===== config.mk =====
export PLATFORM = sky130hd
export DESIGN_NAME = m_req_tracker
export DESIGN_NICKNAME = d
export VERILOG_FILES = /design/src/rtl/m_req_pkg.sv /design/src/rtl/m_req_entry.sv /design/src/rtl/m_req_tracker.sv
export SDC_FILE = /design/constraint.sdc
export NUM_CORES = 1
export LEC_CHECK = 0
export ABC_AREA = 0
export CAP_MARGIN = 20
export CORE_MARGIN = 2
export CORE_UTILIZATION = 50
export DETAILED_ROUTE_END_ITERATION = 16
export GPL_ROUTABILITY_DRIVEN = 1
export PLACE_DENSITY_LB_ADDON = 0.12
export SETUP_SLACK_MARGIN = 0.15
export SYNTH_ARGS = -nofsm -noshare
export SYNTH_HDL_FRONTEND = slang
export SYNTH_SLANG_ARGS = --single-unit

===== constraint.sdc =====
create_clock -name clk -period 4.1 [get_ports clk]
set_input_delay 0.615 -clock clk [delete_from_list [all_inputs] [get_ports clk]]
set_output_delay 0.615 -clock clk [all_outputs]
set_load 0.01 [all_outputs]

===== src/rtl/m_req_pkg.sv =====
// Shared entry-state and command encodings for the per-master request tracker.
package m_req_pkg;

  typedef logic [2:0] ent_state_t;

  localparam ent_state_t ST_FREE    = 3'd0;
  localparam ent_state_t ST_PENDING = 3'd1;
  localparam ent_state_t ST_SENT    = 3'd2;
  localparam ent_state_t ST_RDWAIT  = 3'd3;
  localparam ent_state_t ST_DONE    = 3'd4;

  localparam logic CMD_READ  = 1'b0;
  localparam logic CMD_WRITE = 1'b1;

endpackage


===== src/rtl/m_req_entry.sv =====
// One outstanding-request slot: lifecycle state plus the captured request fields.
module m_req_entry
  import m_req_pkg::*;
#(
  parameter int SLAVE_W = 1,
  parameter int ADDR_W  = 32,
  parameter int DATA_W  = 32
) (
  input  logic               clk,
  input  logic               rst_n,
  input  logic               alloc,
  input  logic               issue,
  input  logic               ack,
  input  logic               data,
  input  logic               retire,
  input  logic               alloc_cmd,
  input  logic [SLAVE_W-1:0] alloc_slave,
  input  logic [ADDR_W-1:0]  alloc_addr,
  input  logic [DATA_W-1:0]  alloc_wdata,
  input  logic [DATA_W-1:0]  rdata_in,
  output ent_state_t         state,
  output logic               cmd,
  output logic [SLAVE_W-1:0] slave,
  output logic [ADDR_W-1:0]  addr,
  output logic [DATA_W-1:0]  wdata,
  output logic [DATA_W-1:0]  rdata
);

  // Each strobe is honoured only in the state it belongs to, so a stray strobe cannot corrupt a slot.
  always_ff @(posedge clk or negedge rst_n) begin
    if (!rst_n) begin
      state <= ST_FREE;
      cmd   <= CMD_READ;
      slave <= '0;
      addr  <= '0;
      wdata <= '0;
      rdata <= '0;
    end else begin
      case (state)
        ST_FREE: begin
          if (alloc) begin
            state <= ST_PENDING;
            cmd   <= alloc_cmd;
            slave <= alloc_slave;
            addr  <= alloc_addr;
            wdata <= alloc_wdata;
            rdata <= '0;
          end
        end
        ST_PENDING: begin
          if (issue) state <= ST_SENT;
        end
        ST_SENT: begin
          if (ack) state <= (cmd == CMD_WRITE) ? ST_DONE : ST_RDWAIT;
        end
        ST_RDWAIT: begin
          if (data) begin
            state <= ST_DONE;
            rdata <= rdata_in;
          end
        end
        ST_DONE: begin
          if (retire) state <= ST_FREE;
        end
        default: state <= ST_FREE;
      endcase
    end
  end

endmodule


===== src/rtl/m_req_tracker.sv =====
// In-order outstanding-request tracker between a master port and the fabric.
module m_req_tracker
  import m_req_pkg::*;
#(
  parameter int N_SLAVES = 2,
  parameter int SLAVE_W  = $clog2(N_SLAVES),
  parameter int DEPTH    = 4,
  parameter int ADDR_W   = 32,
  parameter int DATA_W   = 32
) (
  input  logic                       clk,
  input  logic                       rst_n,
  input  logic                       req_valid,
  output logic                       req_ready,
  input  logic                       req_cmd,
  input  logic [SLAVE_W-1:0]         req_slave,
  input  logic [ADDR_W-1:0]          req_addr,
  input  logic [DATA_W-1:0]          req_wdata,
  output logic                       out_valid,
  input  logic                       out_ready,
  output logic                       out_cmd,
  output logic [SLAVE_W-1:0]         out_slave,
  output logic [ADDR_W-1:0]          out_addr,
  output logic [DATA_W-1:0]          out_wdata,
  input  logic                       ack_in,
  input  logic                       rdata_valid,
  input  logic [DATA_W-1:0]          rdata,
  output logic                       resp_valid,
  input  logic                       resp_ready,
  output logic                       resp_cmd,
  output logic [SLAVE_W-1:0]         resp_slave,
  output logic [DATA_W-1:0]          resp_rdata,
  output logic [2:0]                 head_stat,
  output logic [$clog2(DEPTH+1)-1:0] count,
  output logic                       err
);

  localparam int PTR_W = $clog2(DEPTH);
  localparam int CNT_W = $clog2(DEPTH+1);

  ent_state_t         ent_state [DEPTH];
  logic               ent_cmd   [DEPTH];
  logic [SLAVE_W-1:0] ent_slave [DEPTH];
  logic [ADDR_W-1:0]  ent_addr  [DEPTH];
  logic [DATA_W-1:0]  ent_wdata [DEPTH];
  logic [DATA_W-1:0]  ent_rdata [DEPTH];

  logic [PTR_W-1:0] tail_ptr, issue_ptr, head_ptr;
  logic [PTR_W-1:0] scan_idx, sent_idx, rdw_idx;
  logic             sent_found, rdw_found;
  logic             accept, issue_fire, retire;

  assign req_ready  = (count != CNT_W'(DEPTH));
  assign accept     = req_valid && req_ready;
  assign out_valid  = (ent_state[issue_ptr] == ST_PENDING);
  assign issue_fire = out_valid && out_ready;
  assign resp_valid = (ent_state[head_ptr] == ST_DONE);
  assign retire     = resp_valid && resp_ready;

  assign out_cmd    = ent_cmd[issue_ptr];
  assign out_slave  = ent_slave[issue_ptr];
  assign out_addr   = ent_addr[issue_ptr];
  assign out_wdata  = ent_wdata[issue_ptr];
  assign resp_cmd   = ent_cmd[head_ptr];
  assign resp_slave = ent_slave[head_ptr];
  assign resp_rdata = ent_rdata[head_ptr];
  assign head_stat  = ent_state[head_ptr];

  // Walk from the head in age order so acks and read data land on the oldest eligible entry.
  // Registered states are used, so an entry issued this cycle is not yet a candidate for ack.
  always_comb begin
    scan_idx   = '0;
    sent_found = 1'b0;
    sent_idx   = '0;
    rdw_found  = 1'b0;
    rdw_idx    = '0;
    for (int k = 0; k < DEPTH; k++) begin
      scan_idx = head_ptr + PTR_W'(k);
      if (!sent_found && ent_state[scan_idx] == ST_SENT) begin
        sent_found = 1'b1;
        sent_idx   = scan_idx;
      end
      if (!rdw_found && ent_state[scan_idx] == ST_RDWAIT) begin
        rdw_found = 1'b1;
        rdw_idx   = scan_idx;
      end
    end
  end

  for (genvar i = 0; i < DEPTH; i++) begin : g_entry
    m_req_entry #(
      .SLAVE_W (SLAVE_W),
      .ADDR_W  (ADDR_W),
      .DATA_W  (DATA_W)
    ) u_entry (
      .clk         (clk),
      .rst_n       (rst_n),
      .alloc       (accept && (tail_ptr == PTR_W'(i))),
      .issue       (issue_fire && (issue_ptr == PTR_W'(i))),
      .ack         (ack_in && sent_found && (sent_idx == PTR_W'(i))),
      .data        (rdata_valid && rdw_found && (rdw_idx == PTR_W'(i))),
      .retire      (retire && (head_ptr == PTR_W'(i))),
      .alloc_cmd   (req_cmd),
      .alloc_slave (req_slave),
      .alloc_addr  (req_addr),
      .alloc_wdata (req_wdata),
      .rdata_in    (rdata),
      .state       (ent_state[i]),
      .cmd         (ent_cmd[i]),
      .slave       (ent_slave[i]),
      .addr        (ent_addr[i]),
      .wdata       (ent_wdata[i]),
      .rdata       (ent_rdata[i])
    );
  end

  // Pointers wrap naturally at DEPTH; count holds when an accept and a retire coincide.
  always_ff @(posedge clk or negedge rst_n) begin
    if (!rst_n) begin
      tail_ptr  <= '0;
      issue_ptr <= '0;
      head_ptr  <= '0;
      count     <= '0;
      err       <= 1'b0;
    end else begin
      if (accept)     tail_ptr  <= tail_ptr + 1'b1;
      if (issue_fire) issue_ptr <= issue_ptr + 1'b1;
      if (retire)     head_ptr  <= head_ptr + 1'b1;
      case ({accept, retire})
        2'b10:   count <= count + 1'b1;
        2'b01:   count <= count - 1'b1;
        default: count <= count;
      endcase
      if ((ack_in && !sent_found) || (rdata_valid && !rdw_found)) err <= 1'b1;
    end
  end

endmodule


### After elaboration in Yosys (flattened, before gate mapping)

Index checks and enable logic that the tools add are counted.

| storage, ports and cells | value |
|---|---|
| bits in registers | 414 |
| input bits | 105 |
| output and inout port bits | 110 |
| word-level logic and storage cells | 271 |

| operators by class | value |
|---|---|
| add/subtract/negate cells | 7 |
| $lt $le $gt $ge | 5 |
| equal/unequal tests | 64 |
| muxes and demuxes | 93 |
| bitwise operators | 5 |
| reduce and logical (&&, ||, !) cells | 68 |

Operators by type and width:

| kind | number |
|---|---|
| 2-to-1 mux 32 bit | 14 |
| case mux 32 bit (2 select lines) | 4 |
| binary-select mux 32 bit (select 2 bit) | 3 |
| 2-to-1 mux 3 bit | 34 |
| case mux 3 bit (5 select lines) | 4 |
| equality test 3 x 2 -> 1 bit (second input constant) | 16 |
| != test 2 x 1 -> 1 bit (second input constant) | 20 |
| logical AND 1 bit | 33 |
| binary-select mux 3 bit (select 2 bit) | 5 |
| equality test 2 bit (second input constant) | 11 |
| AND reduction 5 bit | 4 |
| 2-to-1 mux 1 bit | 16 |
| 2-to-1 mux 2 bit | 8 |
| equality test 3 x 1 -> 1 bit (second input constant) | 5 |
| equality test 3 bit (second input constant) | 5 |
| >= comparator 3 bit (second input constant) | 5 |
| NOT 2 -> 3 bit | 5 |
| equality test 2 x 1 -> 1 bit (second input constant) | 6 |
| zero test 3 bit | 4 |
| AND reduction 3 bit | 4 |
| zero test 2 bit | 5 |
| nonzero test 2 bit | 5 |
| binary-select mux 1 bit (select 2 bit) | 4 |
| zero test 1 bit | 8 |
| other kinds (8) | 14 |

### Longest topological paths before layout

Gate-level depths: netlist (run 1).

| depth | value |
|---|---|
| depth in word-level cells | 19 |
| mapped depth | 14 |
| gate-level depth less buffers | 10 |

### Cells and area by module

From an unflattened synthesis (run 1), not the netlist that was laid out.

| unflattened totals | value |
|---|---|
| cell total of the unflattened synthesis | 1205 |
| area total of the unflattened synthesis | 19008.2 um^2 |

By module, submodules not included:

| module | times used | cells each | area an instance (um^2) |
|---|---|---|---|
| m_req_entry | 4 | 231 | 3781.1 |
| m_req_tracker | 1 | 281 | 3883.7 |

### Worst setup path after synthesis (run 1)

Ideal clock, no wire load.

| timing path | value |
|---|---|
| path type | reg-to-reg |
| start point | reg head_ptr[1] |
| end point | reg g_entry[3].u_entry.state[0] |
| arrival time | 3.031 ns |
| slack | 0.950 ns |
| cell stages (with the launch flop) | 14 |
| buffers on the path | 3 |
| path through | dfrtp_1 buf_2 inv_1 ha_1 buf_2 mux4_2 o41a_1 o31ai_2 nor2_1 a211oi_2 and2b_1 buf_6 nor4b_1 a31o_1 |

| on the way | value |
|---|---|
| word-level cells in the longest chain between the ends | 19 |

RTL lines:

| element | line | source |
|---|---|---|
| start, declared | m_req_tracker.sv:48 | `logic [PTR_W-1:0] tail_ptr, issue_ptr, head_ptr;` |
| start signal, assigned | m_req_tracker.sv:128 | `if (retire) head_ptr <= head_ptr + 1'b1;` |
| branches (longest 18 deep; another with adder 2 x 1 -> 2 bit) | n/a |  |
| AND reduction 5 bit (no line) (*) | n/a |  |
| end signal, assigned | m_req_entry.sv:54 | `if (ack) state <= (cmd == CMD_WRITE) ? ST_DONE : ST_RDWAIT;` |
| end, declared | m_req_entry.sv:21 | `output ent_state_t state,` |

Every way passes the cells marked *. The select of a mux whose other input is x is not followed.
A chain may end at the register's enable or synchronous reset.

### Worst setup path after layout (run 1)

| timing path | value |
|---|---|
| start point | reg head_ptr[0] |
| end point | reg g_entry[2].u_entry.rdata[27] |

RTL lines:

| element | line | source |
|---|---|---|
| adder 2 bit (*) | m_req_tracker.sv:78 | `scan_idx = head_ptr + PTR_W'(k);` |
| named net scan_idx[0] | m_req_tracker.sv:49 | `logic [PTR_W-1:0] scan_idx, sent_idx, rdw_idx;` |
| NOT 2 -> 3 bit (not written as such) | m_req_tracker.sv:83 | `if (!rdw_found && ent_state[scan_idx] == ST_RDWAIT) begin` |
| binary-select mux 3 bit (select 2 bit) | m_req_tracker.sv:83 |  |
| 2-to-1 mux 3 bit (not written as such) (2 in series) | m_req_tracker.sv:83 |  |
| equality test 3 x 2 -> 1 bit | m_req_tracker.sv:83 |  |
| logical AND 1 bit | m_req_tracker.sv:83 |  |
| 2-to-1 mux 2 bit / 2-to-1 mux 1 bit (equally long branches) | m_req_tracker.sv:83 |  |
| equality test 2 bit / logical AND 1 bit (equally long branches) | m_req_tracker.sv:101 | `.data (rdata_valid && rdw_found && (rdw_idx == PTR_W'(i))),` |
| logical AND 1 bit (*) | m_req_tracker.sv:101 |  |
| != test 2 x 1 -> 1 bit (no line) (*) | n/a |  |
| AND reduction 3 bit (no line) (*) | n/a |  |
| end signal, assigned | m_req_entry.sv:59 | `rdata <= rdata_in;` |
| end, declared | m_req_entry.sv:26 | `output logic [DATA_W-1:0] rdata` |

Mark *: on every way through the listed nets, which the timed path passes. The rest lies on a longest branch. The select of a mux whose other input is x is not followed.

==> flow_summary.ini, run 1 <==
[floorplan]
coreArea_um2 = 37580
initial_core_util_pct = 50.70
die_h_um = 199.2
fp-row-count = 71
io_pins = 215
die_w_um = 199.2
die-area_um2 = 39680

[sta]
clock_skew_ns = 0.02101
finalSetupViolCount = 0
min_period_ns = 3.455
final_hold_viol_count = 0
slew_violations = 0
clock.fmax_ghz = 0.2894
rsz0062_at_grt = false
setup_ws_ns = 0.6451
max_slew.worst_pin.slew_ns = 0.8990
whs_ns = 0.04651
setup_tns_ns = 0
fin_crit_sh_pct = 84.27
slew_headroom_pct = 40.07

[final_layout]
drive_above_1_share_pct = 31.84
layout.nets = 1649
fill_cells = 2935
area_growth_pct = 21.69

[synth]
synth_nets = 1465
syn_avg_cell_area_um2 = 14.16
synth-seq-area-share_pct = 54.37
ys_ff_latch = 414
synth_edf_count = 0
yosys_warnings = 0
synthArstFlopShare_pct = 100.0
netlist_instances = 1346
ys.flop_type = dfrtp_1
synth_cell_types = 73
synthesis.area_um2 = 19050

[global_route]
grt_pass1_vias = 12830
grt_pass1_wl_um = 71480
grt_start_max_net_pins = 107
groute.usage.overall_pct = 23.31
globalRouteOverflowTotal = 0
antenna_found_initial = 4

[detailed_routing]
vias_per_cell = 5.726
routed_wl_um = 44480
drcViolationCount = 0
drt_iter0_drc = 569
final_antenna_net_count = 0
wl_per_cell_um = 21.44
num_vias = 11880
drt_first_pass_iters = 5

[clocking]
clk_pin_slew_ns = 0.06
numCtsBuffers = 45
ctsHoldBuffers = 0
clock_sinks = 414
cts_tree = built
h-tree-depth = 2
cts-root-buf = clkbuf_16
ctsLongestPathBuffers = 3
cts_resized = 0
clock_latency_ns = 0.57
post_cts_buffers = 0

[worst_hold_path]
min_path_type = in2async

[worst_setup_path]
worstPathMaxFanout = 32
worstReg2RegEnd = g_entry[2].u_entry.rdata[27]
cp.arrival_ns = 3.96
rr_startpoint = head_ptr[0]
cp-start-kind = register
r2r_slack_ns = 0.65
crit_type = reg2reg
rr_worst_depth = 13
required_ns = 4.60
crit_path_end_kind = register

[place]
place_ws_ns = 0.6537
place_congestion = 0.8170
portBuffers = 214
dp_hpwl_um = 27100

[pwr]
power.leakage_nw = 9.944
p_per_area_nw_per_um2 = 864.7
ir_worst_vdd_mv = 0.4414

[run]
cap_violations = 0

[run_status]
status = completed
worst max path at each step:
stage / end / from / depth (start not counted) / slack (ns)
after detailed placement: g_entry[2].u_entry.rdata[24] / head_ptr[0] / 13 / 0.65
final: g_entry[2].u_entry.rdata[27] / head_ptr[0] / 13 / 0.65
after CTS: out_wdata[31] / issue_ptr[0] / 3 / 0.56
after global placement: g_entry[2].u_entry.rdata[23] / head_ptr[0] / 13 / 0.77
after global routing: g_entry[2].u_entry.rdata[11] / head_ptr[0] / 13 / 0.31
after floorplan: g_entry[3].u_entry.state[0] / head_ptr[1] / 13 / 0.95
cell type report:
| type | count | area [µm²] | share of cell area [%] |
|---|---|---|---|
| antenna | 3 | 7.507 | 0.03238 |
| clock buffer | 70 | 1393 | 6.006 |
| clock inverter | 8 | 77.57 | 0.3346 |
| inverter | 16 | 60.06 | 0.2590 |
| multi-input combinational | 811 | 8167 | 35.22 |
| sequential | 414 | 10370 | 44.74 |
| tap | 511 | 639.4 | 2.758 |
| timing repair buffer | 242 | 2470 | 10.65 |
cells in the final DEF, fill, tap and decap left out, types with 4 or more instances in the layout:
cell type / n
buf_4: 19
clkinv_2: 4
dfrtp_1: 410
and2_1: 5
clkbuf_16: 47
nand2_1: 151
o21ai_0: 21
clkdlybuf4s50_1: 213
clkbuf_1: 10
nor3b_1: 5
a22o_1: 65
nor2b_1: 5
inv_1: 15
nand3_1: 4
clkbuf_8: 13
nand4b_1: 4
ha_1: 13
buf_12: 9
o31ai_1: 6
mux2_2: 265
a21oi_1: 10
o21ai_1: 59
mux4_2: 110
nand2b_1: 4
nor2_1: 15
sequential cells by signal, summed over array words and instances, names as in the netlist:
register / cells
g_entry.u_entry.state: 12
g_entry.u_entry.cmd: 4
count: 3
head_ptr: 2
tail_ptr: 2
err: 1
g_entry.u_entry.slave: 4
g_entry.u_entry.rdata: 128
g_entry.u_entry.addr: 128
issue_ptr: 2
g_entry.u_entry.wdata: 128
worst max-delay path: stages (launching register included):
cell	delay, ns
dfrtp_4	0.48
inv_2	0.17
ha_1	0.29
buf_4	0.21
nor4bb_1	0.27
o41a_1	0.32
a21oi_1	0.09
a21boi_1	0.17
a2bb2oi_2	0.36
nor2b_2	0.09
buf_4	0.21
o21bai_2	0.14
buf_4	0.38
a22o_1	0.21
synth_stat cells, drive strengths merged, types with 2 or more instances:
master / number / share of area, %
nor3: 3 / 0.079
nor4bb: 2 / 0.11
and3b: 2 / 0.092
nand4b: 4 / 0.18
or4b: 2 / 0.12
nand2: 151 / 3.0
nor4b: 2 / 0.092
a211oi: 5 / 0.29
nand3: 4 / 0.11
dfrtp: 414 / 54
inv: 16 / 0.32
a21oi: 11 / 0.31
a21boi: 2 / 0.099
mux2i: 2 / 0.11
o21bai: 2 / 0.099
nor2: 17 / 0.36
o21ai: 80 / 2.1
clkbuf: 64 / 1.3
nand2b: 4 / 0.13
nand4: 2 / 0.066
xnor2: 3 / 0.14
a22o: 65 / 3.0
ha: 13 / 0.85
a31oi: 3 / 0.099
or4: 2 / 0.079
o31ai: 7 / 0.30
nor3b: 5 / 0.20
a211o: 3 / 0.14
mux2: 265 / 16
nor2b: 6 / 0.20
xor2: 2 / 0.092
mux4: 110 / 13
nand4bb: 2 / 0.12
buf: 41 / 1.3
o2111ai: 2 / 0.092
and2: 6 / 0.20
a2bb2oi: 2 / 0.12
metrics by stage:
step	utilization (%)	instances	area (µm²)	total power [mW]
2_1_floorplan	-	1346	19050	12.75
3_3_place_gp	57.77	1994	21710	15.92
3_5_place_dp	57.77	1994	21710	16.16
4_1_cts	61.68	2072	23180	20.28
5_1_grt	61.69	2073	23180	21.28
6_report	61.70	2075	23190	20.05
power by group:
group          internal [mW]  switching [mW]
combinational           5.07            3.95
sequential              5.86            1.16
clock                   2.39            1.62
cell families (layout without fill, tap and decap cells):
| family | Yosys count | count (layout) | share of synthesized area [%] |
|---|---|---|---|
| AOI/OAI and AO/OA | 194 | 194 | 7.348 |
| xor gates and xnor gates | 5 | 5 | 0.2299 |
| adders and majority gates | 14 | 14 | 0.9588 |
| buffers and inverters | 121 | 336 | 2.883 |
| DFF | 414 | 414 | 54.37 |
| muxes | 377 | 377 | 28.77 |
| other | 0 | 3 | 0 |
| and+or+nand+nor | 221 | 221 | 5.437 |
layer usage:
metal / wire length [µm] / up-vias / global-route usage [%]
li1: - / 5357 / -
met1: 18830 / 6188 / 30.67
met2: 21790 / 282 / 38.26
met3: 3093 / 51 / 6.228
met4: 745 / 4 / 6.689
met5: 27 / - / 0
Power figures use the tool's default switching activity.
==> inputs of run 2 (changes only) <==
==> constraint.sdc (replaced) <==
create_clock -name clk -period 3.6 [get_ports clk]
set_input_delay 0.54 -clock clk [delete_from_list [all_inputs] [get_ports clk]]
set_output_delay 0.54 -clock clk [all_outputs]
set_load 0.01 [all_outputs]
==> flow_summary.ini, run 2 (same netlist as run 1, synthesis figures left out) <==
[worst_setup_path]
critPathTopFamily = buffers and inverters
cp-start-kind = register
rr_startpoint = head_ptr[0]
crit_path_end_kind = output pin
crit_type = reg2out
crit_start = head_ptr[0]
cp.arrival_ns = 2.76
path_cells = buf_4 > mux4_2 > clkdlybuf4s50_1
slowest_stage = mux4_2
crit_buf_inv = 2
required_ns = 3.06
worstPathMaxFanout = 34
cp_slowest_stage_delay_ns = 0.62

[clocking]
ctsLongestPathBuffers = 3
clk_pin_slew_ns = 0.06
h-tree-depth = 2
clock_latency_ns = 0.57
numCtsBuffers = 46
clock_sinks = 414
cts-root-buf = clkbuf_16
cts_tree = built

[sta]
min_period_ns = 3.303
setup_tns_ns = 0
clock_skew_ns = 0.01721
finalSetupViolCount = 0
slew_violations = 0
fin_crit_sh_pct = 91.75
final_hold_viol_count = 0
slew_headroom_pct = 44.48
clock.fmax_ghz = 0.3028
rsz0062_at_grt = true
max_slew.worst_pin.slew_ns = 0.8329

[final_layout]
final_cell_mix = dfrtp_1, mux2_2, clkdlybuf4s50_1
stdcell_area_um2 = 23470
area_growth_pct = 23.19
reg_top3 = g_entry.u_entry.addr x128, g_entry.u_entry.rdata x128, g_entry.u_entry.wdata x128
fill_cells = 2882
final_common_cell = dfrtp_1
layout.nets = 1666
drive_above_1_share_pct = 32.64

[worst_hold_path]
min-delay-start = g_entry[1].u_entry.rdata[12]
min_path_type = reg2reg

[detailed_routing]
drt_iter0_drc = 581
num_vias = 12080
vias_per_cell = 5.763
drt_first_pass_iters = 4
drcViolationCount = 0
final_antenna_net_count = 0
routed_wl_um = 44460
wl_per_cell_um = 21.21

[global_route]
globalRouteOverflowTotal = 0
groute.usage.overall_pct = 23.22
antenna_found_initial = 3
grt_pass1_wl_um = 71360
grt_pass1_vias = 12840
grt_start_max_net_pins = 99

[floorplan]
initial_core_util_pct = 50.70
die_w_um = 199.2
die_h_um = 199.2
die-area_um2 = 39680
fp-row-count = 71
coreArea_um2 = 37580
io_pins = 215

[place]
place_area_um2 = 21850
portBuffers = 214
dp_hpwl_um = 27880
place_congestion = 0.8455

[pwr]
power.internal_mw = 15.60
p_clk_share_pct = 20.7
seqPwrFrac_pct = 33.9
p_per_area_nw_per_um2 = 993.1
ir_worst_vdd_mv = 0.4905
swShare_pct = 33.09
p_sw_mw = 7.713
power.leakage_nw = 10.10
combPwrFrac_pct = 45.4

[run_status]
status = completed

[run]
cap_violations = 0
[run 2: cell types whose count changed in the layout (fill, tap and decap cells not counted), moves of 3 or more]
| cell | change |
|---|---|
| clkinv_2 | +5 |
| clkbuf_8 | -3 |
| bufinv_16 | +4 |
| buf_12 | +4 |
| buf_4 | +7 |
| clkbuf_1 | +3 |
| buf_6 | +4 |
[run 2: worst paths after layout]
check	cells past startpoint	slack, ns	to
max in group asynchronous	3	2.10	g_entry[2].u_entry.wdata[11]
min in group asynchronous	2	0.55	g_entry[1].u_entry.rdata[7]
worst min-delay path	2	0.48	g_entry[1].u_entry.rdata[12]
worst max-delay path	3	0.30	resp_rdata[27]
worst min register to register	2	0.48	g_entry[1].u_entry.rdata[12]
worst max register to register	13	0.33	g_entry[2].u_entry.rdata[9]
[run 2: power groups by stage]
stage | clock network (mW) | logic [mW] | registers, mW
3_5_place_dp | 0 | 10.6 | 7.97
5_1_grt | 5.15 | 11.4 | 8.16
6_report | 4.83 | 10.6 | 7.89
4_1_cts | 4.94 | 10.6 | 7.91
3_3_place_gp | 0 | 10.4 | 7.89
2_1_floorplan | 0 | 7.13 | 7.39
[run 2: worst min-delay path, delay by kind of cell, from the launching register on]
kind             cells  cell delay [ns]
AO/OA/AOI/OAI        1             0.06
AND/OR/NAND/NOR      1             0.05
flip-flops           1             0.33
[run 2: what timing repair did]
action / CTS / global route
setup buffers: 0 / 3
hold buffers: 1 / 0
endpoints found under the hold margin: 61 / 0
setup endpoints to repair: 0 / 99
resized for setup: 0 / 6
[run 2: metrics by stage]
stage / hold slack, ns / setup slack (ns) / utilization, % / power [mW] / cells
2_1_floorplan: 0.2444 / 0.4496 / - / 14.52 / 1346
3_3_place_gp: 0.4565 / 0.3770 / 58.14 / 18.29 / 2006
3_5_place_dp: 0.4727 / 0.2641 / 58.14 / 18.56 / 2006
4_1_cts: 0.4867 / 0.1537 / 62.34 / 23.50 / 2092
5_1_grt: 0.5018 / 0.1215 / 62.46 / 24.74 / 2096
6_report: 0.4813 / 0.2971 / 62.46 / 23.31 / 2096
[run 2: per-layer routing]
metal  global-route usage (%)  wire length [µm]  part of all wire (%)  vias to the layer above
met5                        0                29                 0.065                        -
met4                    6.827               945                   2.1                        4
met3                    6.262              3158                   7.1                       64
met2                    37.11             21230                    48                      328
met1                    31.33             19090                    43                     6294
li1                         -                 -                     -                     5390
[run 2: layout make-up]
class	count	area, µm²	area share (%)
sequential	414	10370	44.19
multi-input combinational	811	8173	34.82
antenna	1	2.502	0.01066
inverter	16	60.06	0.2559
clock inverter	15	203.9	0.8689
tap	511	639.4	2.724
timing repair buffer	258	2658	11.32
clock buffer	70	1363	5.805
==> inputs of run 3 (changes only) <==
--- a/config.mk
+++ b/config.mk
@@ -6,13 +6,11 @@
 export NUM_CORES = 1
 export LEC_CHECK = 0
 export ABC_AREA = 0
-export CAP_MARGIN = 20
 export CORE_MARGIN = 2
 export CORE_UTILIZATION = 50
 export DETAILED_ROUTE_END_ITERATION = 16
 export GPL_ROUTABILITY_DRIVEN = 1
 export PLACE_DENSITY_LB_ADDON = 0.12
-export SETUP_SLACK_MARGIN = 0.15
 export SYNTH_ARGS = -nofsm -noshare
 export SYNTH_HDL_FRONTEND = slang
 export SYNTH_SLANG_ARGS = --single-unit
==> flow_summary.ini, run 3 (same netlist as run 1, synthesis figures left out) <==
[clocking]
clock_latency_ns = 0.57
post_cts_buffers = 0
clock_sinks = 414
clk_pin_slew_ns = 0.06
ctsLongestPathBuffers = 3
cts_tree = built
numCtsBuffers = 46
h-tree-depth = 2
cts-root-buf = clkbuf_16

[worst_setup_path]
cp-start-kind = register
rr_startpoint = head_ptr[0]
cp.arrival_ns = 2.84
worstPathMaxFanout = 34
rr_worst_depth = 12
critPathTopFamily = buffers and inverters
crit_start = head_ptr[0]
worstReg2RegEnd = g_entry[0].u_entry.rdata[7]
crit_type = reg2out
crit_buf_inv = 2
slowest_stage = mux4_2
required_ns = 3.06
cp_slowest_stage_delay_ns = 0.62
crit_path_end_kind = output pin
r2r_slack_ns = 0.26
path_cells = buf_4 > mux4_2 > clkdlybuf4s50_1

[sta]
clock.fmax_ghz = 0.2957
finalSetupViolCount = 0
min_period_ns = 3.382
slew_violations = 0
setup_tns_ns = 0
fin_crit_sh_pct = 93.93
clock_skew_ns = 0.01770
max_slew.worst_pin.slew_ns = 0.8450
final_hold_viol_count = 0
rsz0062_at_grt = false
slew_headroom_pct = 43.67
setup_ws_ns = 0.2184

[worst_hold_path]
min_path_type = reg2reg
hold_end = err
holdPathStages = 2
min-delay-start = err

[place]
dp.cells = 2006
place_ws_ns = 0.2641
portBuffers = 214
dp_hpwl_um = 27880
place_congestion = 0.8455
place_area_um2 = 21850

[final_layout]
stdcell_area_um2 = 23430
layout.nets = 1663
fill_cells = 2891
final_cell_mix = dfrtp_1, mux2_2, clkdlybuf4s50_1
drive_above_1_share_pct = 32.45
area_growth_pct = 22.96
reg_top3 = g_entry.u_entry.addr x128, g_entry.u_entry.rdata x128, g_entry.u_entry.wdata x128
final_common_cell = dfrtp_1
layout.cells.non_filler = 2093

[detailed_routing]
vias_per_cell = 5.753
drt_first_pass_iters = 5
drcViolationCount = 0
final_antenna_net_count = 0
wl_per_cell_um = 21.27
routed_wl_um = 44530
drt_iter0_drc = 541
num_vias = 12040

[floorplan]
die_w_um = 199.2
die-area_um2 = 39680
coreArea_um2 = 37580
die_h_um = 199.2
io_pins = 215
fp-row-count = 71
initial_core_util_pct = 50.70

[pwr]
seqPwrFrac_pct = 34.0
swShare_pct = 33.14
p_sw_mw = 7.707
p_clk_share_pct = 20.8
power.internal_mw = 15.55
combPwrFrac_pct = 45.2
ir_worst_vdd_mv = 0.4904
total_power_mw = 23.26
power.leakage_nw = 10.08
p_per_area_nw_per_um2 = 992.8

[global_route]
antenna_found_initial = 3
grt_start_max_net_pins = 99
groute.usage.overall_pct = 23.22
grt_pass1_wl_um = 71360
grt_pass1_vias = 12840
globalRouteOverflowTotal = 0

[run_status]
status = completed

[run]
cap_violations = 0
==> run 3: cell count changes in the layout (fill, tap and decap cells not counted), sizes merged <==
cell | previous run | this run
buf | 44 | 41
==> run 3: timing repair <==
item	4_1_cts	5_1_grt
endpoints found under the hold margin	61	0
hold buffers	1	0
resized for setup	0	0
==> run 3: stage by stage <==
stage                     util, %  hold slack [ns]
after floorplan                 -           0.2444
after CTS                   62.34           0.4867
after global placement      58.14           0.4565
after detailed placement    58.14           0.4727
final                       62.34           0.4802
after global routing        62.34           0.5018
==> run 3: cell type report <==
class                      instances  area [µm²]  share of cell area (%)
antenna                            1       2.502                 0.01068
clock buffer                      70        1363                   5.816
clock inverter                    15       203.9                  0.8705
inverter                          16       60.06                  0.2564
multi-input combinational        811        8167                   34.86
sequential                       414       10370                   44.27
tap                              511       639.4                   2.729
timing repair buffer             255        2620                   11.18
==> run 3: routing by layer <==
metal,vias to the layer above,global-route usage [%],wire (µm)
li1,5373,-,-
met1,6257,31.33,19130
met2,342,37.11,21220
met3,65,6.262,3204
met4,4,6.827,940
met5,-,0,29
==> run 3: worst max-delay path by stage <==
stage                                   endpoint  cells past startpoint
finish                            resp_rdata[27]                      3
global route        g_entry[0].u_entry.rdata[26]                     12
CTS                                   resp_slave                      3
detailed placement   g_entry[0].u_entry.rdata[7]                     12
global placement    g_entry[0].u_entry.rdata[26]                     12
floorplan            g_entry[3].u_entry.state[0]                     13
==> run 3: power by group through the flow <==
stage	Clock (mW)	Sequential (mW)	Combinational (mW)
after floorplan	0	7.39	7.13
after global placement	0	7.89	10.4
after detailed placement	0	7.97	10.6
after CTS	4.94	7.91	10.6
after global routing	5.15	8.17	11.4
final	4.83	7.90	10.5
==> run 3: worst register-to-register path: cells and delay by family, from the launching register on <==
kind	cells	cell delay, ns
buffers and inverters	4	0.81
and+or+nand+nor	1	0.25
muxes	1	0.58
DFF	1	0.53
AOI/OAI and AO/OA	5	0.76
adders and majority gates	1	0.35
==> variant 1 (config.mk and constraints of run 2) <==
`DATA_W` is set to 32 in 2 places; all go to 48.
--- a/src/rtl/m_req_entry.sv
+++ b/src/rtl/m_req_entry.sv
@@ -6,3 +6,3 @@
   parameter int ADDR_W  = 32,
-  parameter int DATA_W  = 32
+  parameter int DATA_W  = 48
 ) (
--- a/src/rtl/m_req_tracker.sv
+++ b/src/rtl/m_req_tracker.sv
@@ -8,3 +8,3 @@
   parameter int ADDR_W   = 32,
-  parameter int DATA_W   = 32
+  parameter int DATA_W   = 48
 ) (
Interface: changed (resized out_wdata, rdata, req_wdata and resp_rdata); port bits go from 215 to 279. The function was not compared with the original's and may differ.
==> variant 1 against run 2 <==
Setup slack lost 0.025 ns. Via count grew 44%. Sequential cell count grew 128. Cell area grew 31%. Area after synthesis grew 31%. Clock power grew 29%. Wire length grew 50%. Power grew 29%. Global-route usage grew 3.0 points. Combinational power grew 28%. Maximum frequency shrank 0.76%. Count of clock-buffer cells in the layout grew 18. Critical path type is now reg2reg. Largest cell class unchanged.
==> variant 1: results (changes against run 2) <==
- Postcts setup bufs: 1 (+1)
- Vias in the first global route: 18.64k (+45%)
- Syn Inst Count: 2107 (+57%)
- Comb pwr: 13.6 mW (+28%)
- Placed Instances: 2948 (+47%)
- P_clk: 6.23 mW (+29%)
- Dominant cells by area after synthesis: dfrtp_1 (54%), mux4_2 (13%), nand2_1 (9.8%), mux2_2 (7.4%), mux2i_1 (4.0%)
- LEAKAGE: 14.71 nW (+46%)
- Metal-1 WL: 27190 um (+42%)
- Drt pass-1 iters: 6 (+2)
- Sequential element share of the synthesized area: 54.41% (about the same)
- First-pass GRT wire length: 104300 um (+46%)
- Regs by FF count: g_entry.u_entry.rdata x192, g_entry.u_entry.wdata x192, g_entry.u_entry.addr x128
- VDD IR-drop max: 0.0007380 V (+50%)
- GPL Wtd Cong: 0.8899 (+5.3%)
- Fraction of met1 tracks used by global routing: 33.59% (+2.3 points)
- Cell area after placement: 28600 um2 (+31%)
- Grt met3 use: 6.105% (-0.16 points)
- Slowest-stage cell, CP: ha_1
- Critical path arrival: 3.79 ns (+1.03 ns)
- Worst path max stage delay: 0.48 ns (-0.14 ns)
- PortBufs: 278 (+30%)
- CTS buffer count: 60 (+30%)
- Met2 Usage GRT: 45.06% (+7.9 points)
- Post-DP HPWL: 39760 um (+43%)
- Net Count, Synth: 2258 (+54%)
- Number of distinct library cells after synthesis: 65 (-11%)
- Status: completed
- Synth top area share: 54.41% (about the same)
- Largest net degree at the start of global routing: 97 (-2.0%)
- Synth top cells by count: nand2_1 (648), dfrtp_1 (542), mux2_2 (164), mux4_2 (140)
## variant 1: changes by cell type in the layout (fill, tap and decap cells not counted), moves of 7 or more
cell and delta:
inv_1 +50, mux4_2 +30, clkdlybuf4s50_1 +64, mux2i_1 +98
clkbuf_16 +14, a22o_1 -17, buf_12 +7, o21ai_0 +37
o21ai_1 -56, nand2_1 +496, nand3_1 +54, mux2_2 -101
dfrtp_1 +128
## variant 1: final timing paths
kind                            slack, ns                           end                        start  cells past startpoint
worst max-delay path                 0.27   g_entry[0].u_entry.rdata[8]                  head_ptr[0]                     10
worst min-delay path                 0.47   g_entry[2].u_entry.wdata[3]  g_entry[2].u_entry.wdata[3]                      2
worst max register to register       0.27   g_entry[0].u_entry.rdata[8]                  head_ptr[0]                     10
worst min register to register       0.47   g_entry[2].u_entry.wdata[3]  g_entry[2].u_entry.wdata[3]                      2
max in group asynchronous            1.99  g_entry[2].u_entry.rdata[34]                        rst_n                      4
min in group asynchronous            0.54  g_entry[1].u_entry.rdata[10]                        rst_n                      2
## variant 1: cells by family (layout without fill, tap and decap cells)
family,count (synthesis),after routing,synth area share (%)
AO/OA/AOI/OAI,156,156,4.407
buffers and inverters,218,502,3.609
other,0,1,0
flip-flops,542,542,54.41
multiplexers,404,404,24.07
AND/OR/NAND/NOR,768,768,12.59
XOR/XNOR,5,5,0.1757
adder cells (fa/ha/maj),14,14,0.7328
## variant 1: layout make-up
class	count	area [um2]	share of cell area [%]
Multi-Input combinational cell	1347	10530	34.33
Inverter	67	251.5	0.8197
Clock buffer	88	1757	5.726
Timing Repair Buffer	331	3483	11.35
Clock inverter	16	247.7	0.8075
Antenna cell	1	2.502	0.008157
Sequential cell	542	13580	44.25
Tap cell	664	830.8	2.708
==> variant 2 (config.mk and constraints of run 2) <==
Made on the original files. Register the output `count` once more, with the module's reset; this adds one clock of latency there. The other outputs are not delayed to match.
--- a/src/rtl/m_req_tracker.sv
+++ b/src/rtl/m_req_tracker.sv
@@ -40,2 +40,4 @@
 
+  logic [$clog2(DEPTH+1)-1:0] count_s0;
+
   ent_state_t         ent_state [DEPTH];
@@ -52,3 +54,3 @@
 
-  assign req_ready  = (count != CNT_W'(DEPTH));
+  assign req_ready  = (count_s0 != CNT_W'(DEPTH));
   assign accept     = req_valid && req_ready;
@@ -122,3 +124,3 @@
       head_ptr  <= '0;
-      count     <= '0;
+      count_s0  <= '0;
       err       <= 1'b0;
@@ -129,5 +131,5 @@
       case ({accept, retire})
-        2'b10:   count <= count + 1'b1;
-        2'b01:   count <= count - 1'b1;
-        default: count <= count;
+        2'b10:   count_s0 <= count_s0 + 1'b1;
+        2'b01:   count_s0 <= count_s0 - 1'b1;
+        default: count_s0 <= count_s0;
       endcase
@@ -137,2 +139,10 @@
 
+  always_ff @(posedge clk or negedge rst_n) begin
+    if (!rst_n) begin
+      count <= '0;
+    end else begin
+      count <= count_s0;
+    end
+  end
+
 endmodule
Function: changed (Yosys sat finds a counterexample within 4 cycles, from zero or initial values and one cycle with rst_n low).
==> variant 2 against run 2 <==
Cell area grew 4.6%. Power up 9.7%. Wire length is 14% higher. Clock skew fell by 0.0014 ns. Cell count increased by 7.3%. Sequential share of layout area down 1.6 points. Setup slack worse by 0.017 ns. Sequential power grew 3.9%. Area after synthesis increased by 5.6%. Global-route usage up 1.7 points. Sequential cell count is 3 higher. Synthesized cell count rose by 12%.
==> variant 2: results (changes against run 2) <==
- Status: completed
- Cell area after placement: 22960 um2 (+5.1%)
- First-pass GRT wire length: 80880 um (+13%)
- Nets: 1807 (+8.5%)
- Slew headroom: 50.05% (+5.6 points)
- Logic pwr share: 49.2% (+3.8 points)
- Register area: 10450 um2 (+0.72%)
- Post-DP HPWL: 30480 um (+9.3%)
- Clock tree cell share of total cell area: 6.351% (-0.32 points)
- Drt pass-1 iters: 5 (+1)
- GRT Util Overall: 24.88% (+1.7 points)
- Initial antenna violation count: 2 (-1)
- Worst reg2reg endpoint: g_entry[0].u_entry.rdata[22]
- Compound-cell area share of the yosys netlist: 8.756% (+1.4 points)
- Row cnt: 73 (+2.8%)
- DR vias: 13.47k (+11%)
- Clock Buffer Count: 66 (-5.7%)
- Syn Inst Count: 1502 (+12%)
- Met2 Usage GRT: 40.73% (+3.6 points)
- Non-CTS inverters: 52 (+36)
- Sequential element share of the synthesized area: 51.86% (-2.5 points)
- Routed wl met3: 3484 um (+10%)
- Non-clk bufs: 262 (+1.6%)
- Switching share of power: 35.16% (+2.1 points)
- Post-Synth Adder-Cell Area: 0.9079% (-0.051 points)
- Initial drt markers: 786 (+35%)
- Sequential Power Share: 32.1% (-1.8 points)
- Crit. End Element: register
- Metal-1 WL: 20850 um (+9.2%)
- CP top delay family: compound AO/OA/AOI/OAI gates
- Worst path max stage delay: 0.59 ns (-0.03 ns)
- Multi-Input Combinational: 909 (+12%)
==> variant 2: cell types whose count changed after synthesis, sizes merged, moves of 11 or more <==
| cell | before | now |
|---|---|---|
| a21oi | 11 | 73 |
| a221o | 0 | 64 |
| a22o | 65 | 0 |
| buf | 41 | 52 |
| inv | 16 | 51 |
| mux2i | 2 | 32 |
| nand3 | 4 | 38 |
| o21ai | 80 | 45 |
==> variant 2: what timing repair did <==
item,CTS,global route
hold endpoints to repair,3,0
hold buffers,1,0
buffers inserted,0,0
cloned,1,0
resized for setup,2,3
endpoints found under the setup margin,41,97
==> variant 2: worst min path at each step <==
stage	startpoint	end	cells after the start
after global placement	count_s0[2]	count[2]	0
after CTS	count_s0[2]	count[2]	0
after detailed placement	count_s0[1]	count[1]	0
after floorplan	rst_n	count[0]	0
after global routing	count_s0[2]	count[2]	0
final	count_s0[2]	count[2]	0
